**config.mk**
```make
export PLATFORM = sky130hd
export DESIGN_NAME = spectro_readout_seq_flat
export DESIGN_NICKNAME = d
export VERILOG_FILES = /design/src/rtl/spectro_readout_if.sv /design/src/rtl/spectro_readout_seq.sv /design/src/flat_wrapper.sv
export SDC_FILE = /design/constraint.sdc
export NUM_CORES = 1
export LEC_CHECK = 0
export BUFFER_PORTS_ARGS = -buffer_cell sky130_fd_sc_hd__buf_2
export CAP_MARGIN = 20
export CORE_UTILIZATION = 55
export DETAILED_ROUTE_END_ITERATION = 8
export PLACE_DENSITY = 0.78
export SETUP_SLACK_MARGIN = 0.15
export SLEW_MARGIN = 5
export SYNTH_ARGS = -nofsm -noshare
export SYNTH_HDL_FRONTEND = slang
export SYNTH_SLANG_ARGS = --single-unit
```
**constraint.sdc**
```tcl
create_clock -name clk -period 3 [get_ports clk]
set_clock_uncertainty 0.2 [all_clocks]
set_input_delay 0.9 -clock clk [delete_from_list [all_inputs] [get_ports clk]]
set_output_delay 0.9 -clock clk [all_outputs]
set_load 0.02 [all_outputs]
```
**src/rtl/spectro_readout_if.sv**
```systemverilog
// spectro_readout_if
//   Groups the sequencer's event, handshake and memory/shift-control signals.
//   master : the readout sequencer (drives read strobes and shift controls)
//   slave  : the environment (bank writer, event logic, serial sink, memory)
//   Signals:
//     bank_full, acq_done, idx_final, tx_ready, clr_overflow : into the sequencer
//     rd_addr, rd_en, sl_time, sl_ch, shift_en, sel_mem,
//     sending, frame_done, overflow                           : out of the sequencer
interface spectro_readout_if #(
  parameter int BANK_W = 1,
  parameter int ADDR_W = 8
) ();

  logic                     bank_full;
  logic                     acq_done;
  logic [ADDR_W-1:0]        idx_final;
  logic                     tx_ready;
  logic                     clr_overflow;
  logic [BANK_W+ADDR_W-1:0] rd_addr;
  logic                     rd_en;
  logic                     sl_time;
  logic                     sl_ch;
  logic                     shift_en;
  logic                     sel_mem;
  logic                     sending;
  logic                     frame_done;
  logic                     overflow;

  modport master (
    input  bank_full, acq_done, idx_final, tx_ready, clr_overflow,
    output rd_addr, rd_en, sl_time, sl_ch, shift_en, sel_mem,
           sending, frame_done, overflow
  );

  modport slave (
    output bank_full, acq_done, idx_final, tx_ready, clr_overflow,
    input  rd_addr, rd_en, sl_time, sl_ch, shift_en, sel_mem,
           sending, frame_done, overflow
  );

endinterface

```
**src/rtl/spectro_readout_seq.sv**
```systemverilog
// spectro_readout_seq
//   Serial readout sequencer for the spectrogram extractor's multi-bank channel
//   memory. For every acoustic-emission event it emits one RTC header, then
//   every filled bank in round-robin order, then the partially filled final
//   bank, controlling the RTC and memory shift registers bit by bit.
// Ports:
//   clk   : clock
//   reset : asynchronous, active-high reset
//   bus   : spectro_readout_if.master
//     bank_full    - pulse, writer finished a bank
//     acq_done     - pulse, event ended; idx_final is the last address written
//     tx_ready     - sink accepts a serial bit this cycle
//     clr_overflow - synchronous clear of the sticky overflow flag
//     rd_addr/rd_en          - memory read ({bank, index}), data valid next cycle
//     sl_time/sl_ch          - load RTC / memory shift register
//     shift_en/sel_mem       - shift the selected register, 0=RTC 1=memory
//     sending/frame_done     - readout busy / one-cycle completion pulse
//     overflow               - sticky error flag
module spectro_readout_seq #(
  parameter int NBANKS = 2,
  parameter int BANK_W = 1,
  parameter int ADDR_W = 8,
  parameter int DEPTH  = 200,
  parameter int WORD_W = 2,
  parameter int RTC_W  = 30
) (
  input  logic              clk,
  input  logic              reset,
  spectro_readout_if.master bus
);

  // The bit counter is shared by the header and the word shifts.
  localparam int CNT_MAX = (RTC_W > WORD_W) ? RTC_W : WORD_W;
  localparam int CNT_W   = $clog2(CNT_MAX + 1);

  localparam logic [CNT_W-1:0]  RTC_LAST   = CNT_W'(RTC_W - 1);
  localparam logic [CNT_W-1:0]  WORD_LAST  = CNT_W'(WORD_W - 1);
  localparam logic [ADDR_W-1:0] DEPTH_LAST = ADDR_W'(DEPTH - 1);
  localparam logic [BANK_W-1:0] PEND_MAX   = BANK_W'(NBANKS - 1);

  typedef enum logic [2:0] {
    IDLE       = 3'd0,
    LOAD_RTC   = 3'd1,
    SHIFT_RTC  = 3'd2,
    FETCH      = 3'd3,
    LOAD_WORD  = 3'd4,
    SHIFT_WORD = 3'd5,
    WAIT_BANK  = 3'd6
  } state_t;

  typedef enum logic {
    MODE_FULL    = 1'b0,
    MODE_PARTIAL = 1'b1
  } mode_t;

  state_t              state_q, state_d;
  mode_t               mode_q, mode_d;
  logic [BANK_W-1:0]   rd_bank_q, rd_bank_d;
  logic [ADDR_W-1:0]   idx_q, idx_d;
  logic [CNT_W-1:0]    cnt_q, cnt_d;
  logic [BANK_W-1:0]   pend_cnt_q, pend_cnt_d;
  logic                done_pend_q, done_pend_d;
  logic [ADDR_W-1:0]   final_q, final_d;
  logic                sending_q, sending_d;
  logic                frame_done_q, frame_done_d;
  logic                overflow_q, overflow_d;

  logic                do_select;
  logic                take_full;
  logic                take_partial;
  logic                ovf_set;
  logic [ADDR_W-1:0]   last_idx;

  logic [BANK_W+ADDR_W-1:0] rd_addr_c;
  logic                     rd_en_c;
  logic                     sl_time_c;
  logic                     sl_ch_c;
  logic                     shift_en_c;
  logic                     sel_mem_c;

  // A full bank ends at the last physical word; the partial bank ends at the
  // index captured when the event finished.
  assign last_idx = (mode_q == MODE_PARTIAL) ? final_q : DEPTH_LAST;

  always_comb begin : fsm_next
    state_d      = state_q;
    mode_d       = mode_q;
    rd_bank_d    = rd_bank_q;
    idx_d        = idx_q;
    cnt_d        = cnt_q;
    frame_done_d = 1'b0;
    do_select    = 1'b0;
    take_full    = 1'b0;
    take_partial = 1'b0;
    rd_addr_c    = '0;
    rd_en_c      = 1'b0;
    sl_time_c    = 1'b0;
    sl_ch_c      = 1'b0;
    shift_en_c   = 1'b0;
    sel_mem_c    = 1'b0;

    case (state_q)
      IDLE: begin
        if (pend_cnt_q != '0 || done_pend_q) begin
          state_d = LOAD_RTC;
        end
      end

      LOAD_RTC: begin
        sl_time_c = 1'b1;
        state_d   = SHIFT_RTC;
      end

      SHIFT_RTC: begin
        shift_en_c = bus.tx_ready;
        if (bus.tx_ready) begin
          if (cnt_q == RTC_LAST) begin
            cnt_d     = '0;
            do_select = 1'b1;
          end else begin
            cnt_d = cnt_q + 1'b1;
          end
        end
      end

      FETCH: begin
        rd_en_c   = 1'b1;
        rd_addr_c = {rd_bank_q, idx_q};
        state_d   = LOAD_WORD;
      end

      LOAD_WORD: begin
        sl_ch_c   = 1'b1;
        sel_mem_c = 1'b1;
        state_d   = SHIFT_WORD;
      end

      SHIFT_WORD: begin
        sel_mem_c  = 1'b1;
        shift_en_c = bus.tx_ready;
        if (bus.tx_ready) begin
          if (cnt_q == WORD_LAST) begin
            cnt_d = '0;
            if (idx_q == last_idx) begin
              // End of a bank: the ring pointer wraps naturally because
              // NBANKS is a power of two.
              idx_d     = '0;
              rd_bank_d = rd_bank_q + 1'b1;
              if (mode_q == MODE_PARTIAL) begin
                state_d      = IDLE;
                frame_done_d = 1'b1;
              end else begin
                do_select = 1'b1;
              end
            end else begin
              idx_d   = idx_q + 1'b1;
              state_d = FETCH;
            end
          end else begin
            cnt_d = cnt_q + 1'b1;
          end
        end
      end

      WAIT_BANK: begin
        sel_mem_c = 1'b1;
        do_select = 1'b1;
      end

      default: begin
        state_d = IDLE;
      end
    endcase

    // Full banks always drain before the partial bank is started.
    if (do_select) begin
      if (pend_cnt_q != '0) begin
        mode_d    = MODE_FULL;
        take_full = 1'b1;
        state_d   = FETCH;
      end else if (done_pend_q) begin
        mode_d       = MODE_PARTIAL;
        take_partial = 1'b1;
        state_d      = FETCH;
      end else begin
        state_d = WAIT_BANK;
      end
    end
  end

  always_comb begin : bookkeeping
    pend_cnt_d  = pend_cnt_q;
    done_pend_d = done_pend_q;
    final_d     = final_q;
    ovf_set     = 1'b0;

    // A bank arriving while the counter is already at its ceiling means the
    // writer has lapped the reader; the count saturates.
    if (bus.bank_full && pend_cnt_q == PEND_MAX) begin
      ovf_set = 1'b1;
    end

    if (bus.bank_full && !take_full) begin
      if (pend_cnt_q != PEND_MAX) begin
        pend_cnt_d = pend_cnt_q + 1'b1;
      end
    end else if (take_full && !bus.bank_full) begin
      pend_cnt_d = pend_cnt_q - 1'b1;
    end

    if (take_partial) begin
      done_pend_d = 1'b0;
    end

    // A second event end before the first partial bank started would lose
    // data; keep the original index and flag it.
    if (bus.acq_done) begin
      if (done_pend_q) begin
        ovf_set = 1'b1;
      end else begin
        done_pend_d = 1'b1;
        final_d     = bus.idx_final;
      end
    end

    if (ovf_set) begin
      overflow_d = 1'b1;
    end else if (bus.clr_overflow) begin
      overflow_d = 1'b0;
    end else begin
      overflow_d = overflow_q;
    end

    sending_d = (state_d != IDLE);
  end

  always_ff @(posedge clk or posedge reset) begin
    if (reset) begin
      state_q      <= IDLE;
      mode_q       <= MODE_FULL;
      rd_bank_q    <= '0;
      idx_q        <= '0;
      cnt_q        <= '0;
      pend_cnt_q   <= '0;
      done_pend_q  <= 1'b0;
      final_q      <= '0;
      sending_q    <= 1'b0;
      frame_done_q <= 1'b0;
      overflow_q   <= 1'b0;
    end else begin
      state_q      <= state_d;
      mode_q       <= mode_d;
      rd_bank_q    <= rd_bank_d;
      idx_q        <= idx_d;
      cnt_q        <= cnt_d;
      pend_cnt_q   <= pend_cnt_d;
      done_pend_q  <= done_pend_d;
      final_q      <= final_d;
      sending_q    <= sending_d;
      frame_done_q <= frame_done_d;
      overflow_q   <= overflow_d;
    end
  end

  assign bus.rd_addr    = rd_addr_c;
  assign bus.rd_en      = rd_en_c;
  assign bus.sl_time    = sl_time_c;
  assign bus.sl_ch      = sl_ch_c;
  assign bus.shift_en   = shift_en_c;
  assign bus.sel_mem    = sel_mem_c;
  assign bus.sending    = sending_q;
  assign bus.frame_done = frame_done_q;
  assign bus.overflow   = overflow_q;

endmodule

```
**src/flat_wrapper.sv**
```systemverilog
// flat-port wrapper written by rule: the top's interface ports become plain ports
module spectro_readout_seq_flat 
#(
  parameter int NBANKS = 2,
  parameter int BANK_W = 1,
  parameter int ADDR_W = 8,
  parameter int DEPTH  = 200,
  parameter int WORD_W = 2,
  parameter int RTC_W  = 30
)
  (clk, reset, bus_bank_full, bus_acq_done, bus_idx_final, bus_tx_ready, bus_clr_overflow, bus_rd_addr, bus_rd_en, bus_sl_time, bus_sl_ch, bus_shift_en, bus_sel_mem, bus_sending, bus_frame_done, bus_overflow);
  spectro_readout_if #(.BANK_W(BANK_W), .ADDR_W(ADDR_W)) bus_i ();
  input  logic clk;
  input  logic reset;
  input wire logic [$bits(bus_i.bank_full)-1:0] bus_bank_full;
  input wire logic [$bits(bus_i.acq_done)-1:0] bus_acq_done;
  input wire logic [$bits(bus_i.idx_final)-1:0] bus_idx_final;
  input wire logic [$bits(bus_i.tx_ready)-1:0] bus_tx_ready;
  input wire logic [$bits(bus_i.clr_overflow)-1:0] bus_clr_overflow;
  output wire logic [$bits(bus_i.rd_addr)-1:0] bus_rd_addr;
  output wire logic [$bits(bus_i.rd_en)-1:0] bus_rd_en;
  output wire logic [$bits(bus_i.sl_time)-1:0] bus_sl_time;
  output wire logic [$bits(bus_i.sl_ch)-1:0] bus_sl_ch;
  output wire logic [$bits(bus_i.shift_en)-1:0] bus_shift_en;
  output wire logic [$bits(bus_i.sel_mem)-1:0] bus_sel_mem;
  output wire logic [$bits(bus_i.sending)-1:0] bus_sending;
  output wire logic [$bits(bus_i.frame_done)-1:0] bus_frame_done;
  output wire logic [$bits(bus_i.overflow)-1:0] bus_overflow;
  assign bus_i.bank_full = bus_bank_full;
  assign bus_i.acq_done = bus_acq_done;
  assign bus_i.idx_final = bus_idx_final;
  assign bus_i.tx_ready = bus_tx_ready;
  assign bus_i.clr_overflow = bus_clr_overflow;
  assign bus_rd_addr = bus_i.rd_addr;
  assign bus_rd_en = bus_i.rd_en;
  assign bus_sl_time = bus_i.sl_time;
  assign bus_sl_ch = bus_i.sl_ch;
  assign bus_shift_en = bus_i.shift_en;
  assign bus_sel_mem = bus_i.sel_mem;
  assign bus_sending = bus_i.sending;
  assign bus_frame_done = bus_i.frame_done;
  assign bus_overflow = bus_i.overflow;
  spectro_readout_seq #(.NBANKS(NBANKS), .BANK_W(BANK_W), .ADDR_W(ADDR_W), .DEPTH(DEPTH), .WORD_W(WORD_W), .RTC_W(RTC_W)) u_core (.clk(clk), .reset(reset), .bus(bus_i));
endmodule
```
Yosys cells after proc, flatten, opt, wreduce, memory -nomap -nowiden
Index checks and enable logic that the tools add are counted.

Flip-flop bits (word level): 31. Input bits: 14.

Add/sub/neg operators: 5. Equal/unequal tests: 11. Multiplexer cells: 52. Bitwise logic cells: 1. Reductions and logical operators: 20.

Operator list (count): $mux W1 (34); $mux W3 (8); $mux W5 (4); $pmux W3 S6 (1); $mux W8 (2); $pmux W5 S2 (1); $eq A3 B3 Y1 const B (3); $mux W9 (1); $add A8 B1 Y8 const B (1); $eq A8 B8 Y1 (1); $reduce_bool A2 Y1 (4); $eq A3 B2 Y1 const B (2); $reduce_and A3 Y1 (2); $add A5 B1 Y5 const B (1); $eq A5 B1 Y1 const B (1); $eq A5 B5 Y1 const B (1); $ne A2 B2 Y1 const B (2); $reduce_and A2 Y1 (2); $reduce_and A4 Y1 (1); $reduce_or A2 Y1 (2); $eq A3 B1 Y1 const B (1); $logic_and A1 B1 Y1 (3); $logic_not A3 Y1 (1); $pmux W1 S3 (1); 7 further kinds (9).

Logic depth before layout (Yosys ltp)
Gate-level depths: netlist (run 1).

Depth after elaboration: 10. Gate-level depth with buffers: 10. Depth with buffers taken out: 9.

Least setup slack after synthesis (run 1)
No wires, ideal clock.

Path type: register to output. Start: reg u_core.state_q[2]. End: out bus_rd_addr[0]. Arrival time: 1.342 ns. Data required time: 1.900 ns. Setup slack: 0.558 ns. Stages on the path, launching flop included: 4. Cell sequence: dfrtp_1 -> clkbuf_1 -> nor2_1 -> and2_1.

Cells in the longest elaborated chain, start to end: 2.

RTL lines: start: declaration (line spectro_readout_seq.sv:56) `state_t state_q, state_d;`; start signal: assignment (line spectro_readout_seq.sv:251) `state_q <= state_d;`; $eq A3 B2 Y1 (line spectro_readout_seq.sv:102) `case (state_q)`; $mux W9 (line spectro_readout_seq.sv:102); end: declaration (line flat_wrapper.sv:20) `output wire logic [$bits(bus_i.rd_addr)-1:0] bus_rd_addr;`.

Every way passes these cells.

Worst setup path after layout (run 1)
Start: reg u_core.state_q[2]. End: out bus_shift_en.

Cells in the longest elaborated chain, start to end: 3. Elaborated cells between the ends (all ways): 4. Classes of those cells: eq/ne: 2; mux: 1; reduce/logical: 1.

RTL lines: $eq A3 B2 Y1 / $eq A3 B3 Y1 (equally long branches) (line spectro_readout_seq.sv:102); $reduce_or A2 Y1 (no line) (*); $mux W1 (*) (line spectro_readout_seq.sv:102); end: declaration (line flat_wrapper.sv:24) `output wire logic [$bits(bus_i.shift_en)-1:0] bus_shift_en;`.

Every way passes the cells marked *; elsewhere a longest branch is shown, timed or not.

==> metrics.md, run 1 <==
| Metric | Value |
|---|---|
| Area leader, netlist | dfrtp_1 |
| Crit path time final | roughly 2.7 ns |
| Tot GR Track Use | between 20 and 25% |
| Most numerous cell in the Yosys netlist | dfrtp_1 |
| Postcts setup bufs | 0 |
| GRT Residual Overflow | 0 |
| Max-slew violations | 0 |
| Core region area | 3150 µm² |
| Post-route setup TNS | 0 ns |
| Post-detail-place hpwl | 2860 µm |
| Post-synth ARST share | between 90% and 100% |
| Outcome | finished, final reports clean |
| # hold bufs at CTS | 0 |
| Post-cts resize count | 1 |
| Num CTS Buffers | 5 |
| Pre-Repair DR Iteration Count | 6 |
| FP Rows | 20 |
| Top cells by area, synth | dfrtp_1 41%, mux2_2 6.0%, and2_1 3.7% |
| Filler cell count | 268 |
| NetSw | about 660 µW |
| Post-synthesis register bit count | 31 |
| DR WL/cell | 14.0 µm |
| CP Capture Type | output pin |
| Final instance area | 2140 µm² |
| Clock slew at reported path FFs | ~0.09 ns |
| Crit. Startpoint | u_core.state_q[2]$_DFF_PP0_ |
| Synth Flop Type | dfrtp_1 |
| VDD IR-drop max | 0.000603 V |
| Fin crit share | 91.5% |
| Antenna violations before repair | 0 |
| Setup crit end | bus_shift_en |
| Fmax | 364 MHz |
| Least-Margin Pin Slew | 0.605 ns |
| I/O Pins | 31 |
| Synth top area share | between 40% and 50% |
| Layout Area Growth over Synthesis | 14.0% |
| Int Power | roughly 960 µW |
| Synth Instances | 202 |
| Post-synth EDFFs | 0 |
| Routability congestion estimate | about 0.9 |
| # Max-Cap Violations | 0 |
| Warnings from Yosys | 0 |
| Final WL | 3880 µm |
| CTS tree | done |
| Worst Path Max Fanout | 11 |
| Share of cells above drive strength 1 | 27.4% |
| R2R cell count | 8 |
| Most instantiated cells after synthesis | 31 x dfrtp_1, 15 x nand2_1, 14 x nor2_1, 13 x o21ai_0 |
| Clock latency on the worst-skew pair | about 0.34 ns |
| Die Y | approximately 60 µm |
| CP required | 1.90 ns |
| Cell count after placement | between 200 and 300 |
| Combinational power share | 38.0% |
| FF-to-FF Start | u_core.mode_q$_DFFE_PP0P_ |
| Die area | 3650 µm² |
| Per-instance average area after synthesis | 9.28 µm² |
| Global-route wire length before repair | 6410 µm |
| LEAKAGE | 0.995 nW |
| Final Hold Viols | 0 |
| Flop pwr share | 44.4% |
| Die Span X | 60.4 µm |
| Vias in the first global route | 1,453 |
| Worst setup SP type | register |
| Routed vias | approximately 1,600 |
| Largest net degree at the start of global routing | 32 |
| Setup Viol. Count Final | 0 |
| Number of port buffers | 30 |
| Switching share of total power | 40.8% |
| ANT nets after route | 0 |
| DR iter-0 viols | 85 |
| Bufs on Longest Clock Path | 2 |
| Initial Util | 59.4% |
| RSZ-0062 raised after global routing | true |
| N_diodes | 0 |
| Dpl cell area | 2060 µm² |
| Nets | 251 |
| H-Tree Depth | 2 |
| DRC | 0 |
| Hold Crit Class | register to register |
| Yosys cell types | 48 |
| Worst rel slew slack | 59.3% |
| Post-Syn Area | 1870 µm² |
| Seq/Total Area, Yosys | 41.4% |
| Hold WS | 0.268 ns |
| Critical path class | register to output pin |
| Post-Syn Nets | 220 |
| Pwr per Cell Area | 756 nW/µm² |
| Root Buffer | clkbuf_4 |
| CP Data Arrival Time | between 1.5 and 2 ns |
| Clk pwr share | 17.6% |
| RR Endpoint | u_core.pend_cnt_q$_DFFE_PP0P_ |
| Vias/cell | 5.63 |
| Reg2Reg Setup Slack | 0.47 ns |
| Final std cells w/o fill | approximately 280 |
| Num Clock Sinks | 31 |
per-layer routing:
layer | global-route usage [%] | routed length [µm] | vias up
li1 | - | - | 774
met1 | 30.0 | 1700 | 746
met5 | 0 | 0 | -
met3 | 7.68 | 167 | 5
met2 | 40.8 | 1970 | 41
met4 | 9.30 | 48 | 0
worst min-delay path by stage:
stage | from | endpoint | slack (ns) | cells after the start
floorplan | u_core.rd_bank_q$_DFFE_PP0P_ | u_core.rd_bank_q$_DFFE_PP0P_ | 0.23 | 1
global placement | u_core.rd_bank_q$_DFFE_PP0P_ | u_core.rd_bank_q$_DFFE_PP0P_ | 0.25 | 1
detailed placement | u_core.rd_bank_q$_DFFE_PP0P_ | u_core.rd_bank_q$_DFFE_PP0P_ | 0.25 | 1
CTS | u_core.rd_bank_q$_DFFE_PP0P_ | u_core.rd_bank_q$_DFFE_PP0P_ | 0.27 | 1
global route | u_core.rd_bank_q$_DFFE_PP0P_ | u_core.rd_bank_q$_DFFE_PP0P_ | 0.30 | 1
finish | u_core.rd_bank_q$_DFFE_PP0P_ | u_core.rd_bank_q$_DFFE_PP0P_ | 0.27 | 1
cell usage in the layout (no fill, tap or decap), types with 4 or more instances in the layout:
cell and count:
dfrtp_1 31, buf_2 30, nand2_1 14, nor2_1 13
o21ai_0 12, and2_1 11, a21oi_1 11, nand3_1 10
mux2_2 10, inv_1 8, nor3_1 5, nand2b_1 5
clkbuf_4 5, xor2_1 4, ha_1 4
power by group through the flow:
stage / logic [mW] / registers (mW) / clock network [mW]
after floorplan: 0.498 / 0.659 / 0
after CTS: 0.609 / 0.710 / 0.286
after detailed placement: 0.603 / 0.717 / 0
after global routing: 0.679 / 0.737 / 0.305
after global placement: 0.576 / 0.705 / 0
final: 0.614 / 0.716 / 0.284
flip-flops by register name, indices dropped and copies added, names as in the netlist, 3 cells and up:
signal and flops:
u_core.idx_q 8, u_core.final_q 8, u_core.state_q 3, u_core.cnt_q 5
critical path, stage by stage (launching register included):
cell and delay (ns):
dfrtp_1 0.62, nand3b_4 0.13, o21ai_1 0.16, nand2_2 0.16, inv_1 0.07, buf_2 0.15
logic make-up after synthesis:
logic type	after synthesis	share of synthesized area, %
muxes	11	6.54
DFF	31	41.4
xor gates and xnor gates	7	3.27
adders and majority gates	4	2.67
AOI/OAI and AO/OA	45	16.0
buffers and inverters	17	3.94
and+or+nand+nor	87	26.2
area by class of cell:
| cell class | instances | area (µm²) | share of cell area, % |
|---|---|---|---|
| clock buffer | 8 | 68.8 | 3.22 |
| inverter | 8 | 30.0 | 1.41 |
| multi-input combinational | 154 | 1030 | 48.4 |
| sequential | 31 | 776 | 36.3 |
| tap | 44 | 55.1 | 2.58 |
| timing repair buffer | 33 | 173 | 8.08 |
metrics by stage:
| step | util, % | power [mW] | setup WS [ns] |
|---|---|---|---|
| 3_5_place_dp | 65.3 | 1.32 | 0.436 |
| 3_3_place_gp | 65.3 | 1.28 | 0.485 |
| 5_1_grt | 67.8 | 1.72 | 0.155 |
| 4_1_cts | 67.5 | 1.60 | 0.196 |
| 6_report | 67.8 | 1.62 | 0.255 |
| 2_1_floorplan | - | 1.16 | 0.558 |
(Power assumes the default switching activity.)
==> inputs of run 2 (changes only) <==
--- a/config.mk
+++ b/config.mk
@@ -5,11 +5,11 @@
 export SDC_FILE = /design/constraint.sdc
 export NUM_CORES = 1
 export LEC_CHECK = 0
+export ABC_AREA = 1
 export BUFFER_PORTS_ARGS = -buffer_cell sky130_fd_sc_hd__buf_2
 export CAP_MARGIN = 20
-export CORE_UTILIZATION = 55
+export CORE_UTILIZATION = 25
 export DETAILED_ROUTE_END_ITERATION = 8
-export PLACE_DENSITY = 0.78
 export SETUP_SLACK_MARGIN = 0.15
 export SLEW_MARGIN = 5
 export SYNTH_ARGS = -nofsm -noshare
==> metrics.md, run 2 <==
| Metric | Value |
|---|---|
| DRC | 0 |
| Pwr per Cell Area | 858 nW/µm² |
| Worst Hold End | u_core.rd_bank_q$_DFFE_PP0P_ |
| Int Power | 1.12 mW |
| Clock latency on the worst-skew pair | 0.28 ns |
| Fin crit share | 88.8% |
| CTS tree | done |
| GRT Residual Overflow | 0 |
| Routed vias | about 1,600 |
| CP required | 1.90 ns |
| Post-synthesis register bit count | 31 |
| Share of cells above drive strength 1 | about a quarter |
| # Max-Cap Violations | 0 |
| Top cells by area, synth | dfrtp_1 42%, nand2_1 9.6%, inv_1 6.7% |
| Core region area | ~6900 µm² |
| Fmax | 375 MHz |
| Flop pwr share | 36.3% |
| Clk pwr share | 22.5% |
| NetSw | 800 µW |
| Bufs on Longest Clock Path | 2 |
| H-Tree Depth | 2 |
| Reg2Reg Setup Slack | 0.65 ns |
| Seq/Total Area, Yosys | 42.1% |
| Post-synth ARST share | 100% |
| Post-layout util | 32.3% |
| RSZ-0062 raised after global routing | false |
| CP Data Arrival Time | 1.56 ns |
| Vias/cell | between 4 and 5 |
| Num CTS Buffers | 5 |
| Crit path time final | ~2.7 ns |
| Switching share of total power | 41.6% |
| Worst rel slew slack | 71.8% |
| Warnings from Yosys | 0 |
| Layout Area Growth over Synthesis | 21.8% |
| Synth top area share | between 40% and 50% |
| DR iter-0 viols | 53 |
| ANT nets after route | 0 |
| Final Hold Viols | 0 |
| Worst setup SP type | register |
| DR WL/cell | 10.7 µm |
| Initial Util | a little over a quarter |
| Max-slew violations | 0 |
| I/O Pins | 31 |
| Post-Syn Area | roughly 1800 µm² |
| Largest net degree at the start of global routing | 32 |
| Post-Syn Nets | 254 |
| Post-synth EDFFs | 0 |
| Commonest non-fill, non-tap cell in the layout | nand2_1 |
| RR Endpoint | u_core.pend_cnt_q$_DFFE_PP0P_ |
| Die Y | 87.8 µm |
| Multi-input logic area | between 900 and 1000 µm² |
| Area leader, netlist | dfrtp_1 |
| Per-instance average area after synthesis | 7.80 µm² |
| Hold Crit Class | register to register |
| N_diodes | 0 |
| Root Buffer | clkbuf_8 |
| Most numerous cell in the Yosys netlist | nand2_1 |
| Register area | 776 µm² |
| Nets | 291 |
| Critical path class | register to output pin |
| Least-Margin Pin Slew | 0.419 ns |
| Die Span X | 87.8 µm |
| FF-to-FF Start | u_core.cnt_q[1]$_DFFE_PP0P_ |
| R2R cell count | 11 |
| VDD IR-drop max | 0.000447 V |
| Worst hold start | u_core.rd_bank_q$_DFFE_PP0P_ |
| FP Rows | 30 |
| Filler cell count | 756 |
| Post-detail-place hpwl | 3080 µm |
| Yosys cell types | 34 |
| Global-route wire length before repair | 6820 µm |
| Setup Viol. Count Final | 0 |
| Most instantiated cells after synthesis | 47 x nand2_1, 33 x inv_1, 31 x dfrtp_1, 23 x nor2_1, 19 x nand3_1 |
| Vias in the first global route | about 1,600 |
| Pre-Repair DR Iteration Count | 4 |
| Tot GR Track Use | 11.6% |
| Clock slew at reported path FFs | 0.07 ns |
| Final WL | 3950 µm |
| Die area | 7710 µm² |
| Num Clock Sinks | 31 |
| Biggest regs | u_core.final_q: 8 flops, u_core.idx_q: 8 flops, u_core.cnt_q: 5 flops |
| Post-route setup TNS | 0 ns |
| Number of port buffers | 30 |
| Worst hold path depth | 1 |
| LEAKAGE | 1.12 nW |
| Outcome | finished, final reports clean |
| Combinational power share | 41.3% |
| Synth Instances | ~240 |
| # hold bufs at CTS | 0 |
| Routability congestion estimate | 0.819 |
| Synth Flop Type | dfrtp_1 |
| CP Capture Type | output pin |
| Antenna violations before repair | 0 |
| Most frequent cells in the layout | 47 x nand2_1, 33 x inv_1, 31 x dfrtp_1 |
| Worst Path Max Fanout | 7 |
==> run 2: cell count changes in the layout (fill, tap and decap cells not counted), moves of 5 or more <==
cell / change
nand2_1: +33
inv_1: +25
and2_1: -10
nor2_1: +10
nand3_1: +9
mux2_2: -7
clkbuf_4: -5
nand2_4: +5
nand2b_1: -5
==> run 2: kinds of logic after synthesis <==
family,count (synthesis),share of synthesized area [%]
flip-flops,31,42.1
buffers and inverters,41,8.97
AO/OA/AOI/OAI,31,9.52
multiplexers,3,1.84
adder cells (fa/ha/maj),4,2.72
XOR/XNOR,1,0.476
AND/OR/NAND/NOR,125,34.3
==> run 2: through the flow <==
step                      std cells  hold WS [ns]  power (mW)  cell area, µm²  worst slack [ns]
after floorplan                 236         0.242        1.30            1850             0.376
after global placement          362         0.259        1.48            2120             0.511
after detailed placement        362         0.262        1.50            2120             0.466
after CTS                       370         0.275        1.94            2230             0.275
after global routing            370         0.300        2.09            2240             0.194
final                           370         0.268        1.92            2240             0.336
==> run 2: worst max path at each step <==
stage / start / to / depth (start not counted)
5_1_grt: u_core.state_q[2]$_DFF_PP0_ / bus_rd_addr[1] / 4
6_report: u_core.state_q[1]$_DFF_PP0_ / bus_shift_en / 7
2_1_floorplan: u_core.state_q[2]$_DFF_PP0_ / bus_rd_addr[0] / 3
3_5_place_dp: u_core.state_q[2]$_DFF_PP0_ / bus_rd_addr[0] / 4
4_1_cts: u_core.state_q[2]$_DFF_PP0_ / bus_rd_addr[0] / 4
3_3_place_gp: bus_tx_ready / bus_shift_en / 4
==> run 2: per-layer routing <==
metal | GRT usage, % | share of wire, % | vias to the layer above | routed length, µm
met5 | 0 | 0 | - | 0
met4 | 3.73 | 0.53 | 0 | 21
met3 | 3.96 | 6.2 | 2 | 246
li1 | - | - | 832 | -
met1 | 14.5 | 48 | 713 | 1900
met2 | 18.7 | 45 | 40 | 1790
==> run 2: power groups by stage <==
stage	clock [mW]	sequential (mW)	combinational [mW]
finish	0.432	0.697	0.793
floorplan	0	0.679	0.625
global placement	0	0.696	0.783
detailed placement	0	0.703	0.793
CTS	0.447	0.695	0.797
global route	0.467	0.720	0.904
==> run 2: timing repair <==
action                     CTS  global route
setup endpoints to repair    1             1
resized for setup            1             1
setup buffers                0             0
==> run 2: layout make-up <==
cell class	instances	area share, %
sequential	31	34.6
clock buffer	6	3.69
clock inverter	2	1.56
tap	96	5.36
timing repair buffer	33	7.71
inverter	38	6.42
multi-input combinational	164	40.6
==> run 2: worst max-delay path, stage by stage, from the launching register on <==
cell	delay, ns
dfrtp_1	0.45
inv_2	0.09
nor2_2	0.13
inv_2	0.06
o21ai_2	0.14
nand2_2	0.13
inv_1	0.11
buf_2	0.17
==> inputs of run 3 (changes only) <==
--- a/config.mk
+++ b/config.mk
@@ -5,7 +5,6 @@
 export SDC_FILE = /design/constraint.sdc
 export NUM_CORES = 1
 export LEC_CHECK = 0
-export ABC_AREA = 1
 export BUFFER_PORTS_ARGS = -buffer_cell sky130_fd_sc_hd__buf_2
 export CAP_MARGIN = 20
 export CORE_UTILIZATION = 25
==> metrics.md, run 3 (synthesis gave the netlist of run 1 again) <==
| Metric | Value |
|---|---|
| RSZ-0062 raised after global routing | false |
| Die Y | 88.6 µm |
| Pwr per Cell Area | 738 nW/µm² |
| FP Rows | 31 |
| Antenna violations before repair | 0 |
| Root Buffer | clkbuf_8 |
| Num Clock Sinks | 31 |
| Clk pwr share | 19.3% |
| Global-route wire length before repair | roughly 7000 µm |
| Worst setup SP type | register |
| DR WL/cell | 12.1 µm |
| LEAKAGE | ~1 nW |
| Max-slew violations | 0 |
| Least-Margin Pin Slew | 0.449 ns |
| Post-detail-place hpwl | 3010 µm |
| Int Power | 980 µW |
| Tot GR Track Use | about 12% |
| Post-route setup TNS | 0 ns |
| Routed vias | 1,539 |
| Final Hold Viols | 0 |
| Die Span X | roughly 89 µm |
| Vias/cell | ~4.6 |
| Combinational power share | 36.9% |
| Nets | around 250 |
| Hold Crit Class | register to register |
| Vias in the first global route | around 1,500 |
| DP Worst Slack | 0.440 ns |
| Die area | 7850 µm² |
| Flop pwr share | 43.8% |
| Share of cells above drive strength 1 | a little over a quarter |
| Filler cell count | 791 |
| Number of port buffers | 30 |
| Layout Area Growth over Synthesis | 18.1% |
| Fin crit share | 89.9% |
| Setup Viol. Count Final | 0 |
| Clock slew at reported path FFs | 0.06 ns |
| I/O Pins | 31 |
| Critical path class | register to output pin |
| Commonest non-fill, non-tap cell in the layout | dfrtp_1 |
| Biggest regs | u_core.final_q: 8 flops, u_core.idx_q: 8 flops, u_core.cnt_q: 5 flops |
| Final worst slack | between 0.3 and 0.4 ns |
| Final WL | 4040 µm |
| Total Power | 1.63 mW |
| Core region area | 7250 µm² |
| NetSw | 653 µW |
| Initial Util | 25.8% |
| N_diodes | 0 |
| Switching share of total power | 40.0% |
| Crit path time final | 2.70 ns |
| Worst rel slew slack | 69.8% |
| Routability congestion estimate | 0.828 |
| Clock latency on the worst-skew pair | 0.28 ns |
| Num CTS Buffers | 5 |
| Outcome | finished, final reports clean |
| DR iter-0 viols | 81 |
| CP Capture Type | output pin |
| ANT nets after route | 0 |
| CP Data Arrival Time | roughly 1.6 ns |
| Largest net degree at the start of global routing | 32 |
| Bufs on Longest Clock Path | 2 |
| # hold bufs at CTS | 0 |
| Fmax | 371 MHz |
| Most frequent cells in the layout | 31 x dfrtp_1, 30 x buf_2, 14 x nand2_1 |
| CTS tree | done |
| Worst Path Max Fanout | 8 |
| CP required | 1.90 ns |
| DRC | 0 |
| GRT Residual Overflow | 0 |
| Pre-Repair DR Iteration Count | 4 |
| H-Tree Depth | 2 |
| VDD IR-drop max | 0.000353 V |
| # Max-Cap Violations | 0 |
-- run 3: changes by cell type in the layout (fill, tap and decap cells not counted), moves of 4 or more --
cell	previous run	this run
nand2b_1	0	5
nand3_1	19	10
and2_1	1	11
nor2_1	23	13
nand2_1	47	14
mux2_2	3	10
inv_2	4	0
nand2_4	5	0
inv_1	33	8
-- run 3: cell type report --
type / instances / area, µm² / area share [%]
Clock buffer: 7 / 76.3 / 3.45
Sequential cell: 31 / 776 / 35.0
Timing Repair Buffer: 33 / 173 / 7.80
Inverter: 8 / 30.0 / 1.36
Tap cell: 99 / 124 / 5.60
Multi-Input combinational cell: 154 / 1030 / 46.5
Clock inverter: 1 / 5.00 / 0.226
-- run 3: what timing repair did --
action                     4_1_cts  5_1_grt
hold endpoints to repair         0        0
gates resized for setup          1        2
setup endpoints to repair        7        1
buffers inserted                 0        0
-- run 3: worst paths after layout --
check | start | to | slack [ns] | cells after the start
max in group asynchronous | reset | u_core.idx_q[6]$_DFFE_PP0P_ | 1.82 | 3
hold reg to reg | u_core.rd_bank_q$_DFFE_PP0P_ | u_core.rd_bank_q$_DFFE_PP0P_ | 0.27 | 1
min in group asynchronous | reset | u_core.final_q[4]$_DFFE_PP0P_ | 0.49 | 3
setup / recovery | u_core.state_q[0]$_DFF_PP0_ | bus_rd_addr[0] | 0.30 | 4
setup reg to reg | u_core.mode_q$_DFFE_PP0P_ | u_core.pend_cnt_q$_DFFE_PP0P_ | 0.61 | 8
hold / removal | u_core.rd_bank_q$_DFFE_PP0P_ | u_core.rd_bank_q$_DFFE_PP0P_ | 0.27 | 1
-- run 3: critical path, cell delays in order (launching register included) --
cell	delay (ns)
dfrtp_1	0.52
nand2_1	0.17
nor2_2	0.29
and2_1	0.18
buf_2	0.16
-- run 3: metal layers --
metal	routed length [µm]	global-route usage, %
met3	173	2.89
met5	0	0
met1	1980	14.7
met2	1820	18.6
met4	68	4.69
-- run 3: metrics by stage --
stage / hold slack [ns] / std cells / utilization, % / area, µm²
floorplan: 0.234 / 202 / - / 1870
global placement: 0.269 / 325 / 29.3 / 2130
detailed placement: 0.262 / 325 / 29.3 / 2130
CTS: 0.274 / 333 / 30.5 / 2210
global route: 0.294 / 333 / 30.5 / 2210
finish: 0.267 / 333 / 30.5 / 2210
-- run 3: power by group through the flow --
stage | clock [mW] | sequential [mW] | combinational (mW)
after CTS | 0.326 | 0.716 | 0.604
after global routing | 0.345 | 0.744 | 0.676
after global placement | 0 | 0.712 | 0.589
after detailed placement | 0 | 0.723 | 0.599
after floorplan | 0 | 0.659 | 0.498
final | 0.314 | 0.716 | 0.603
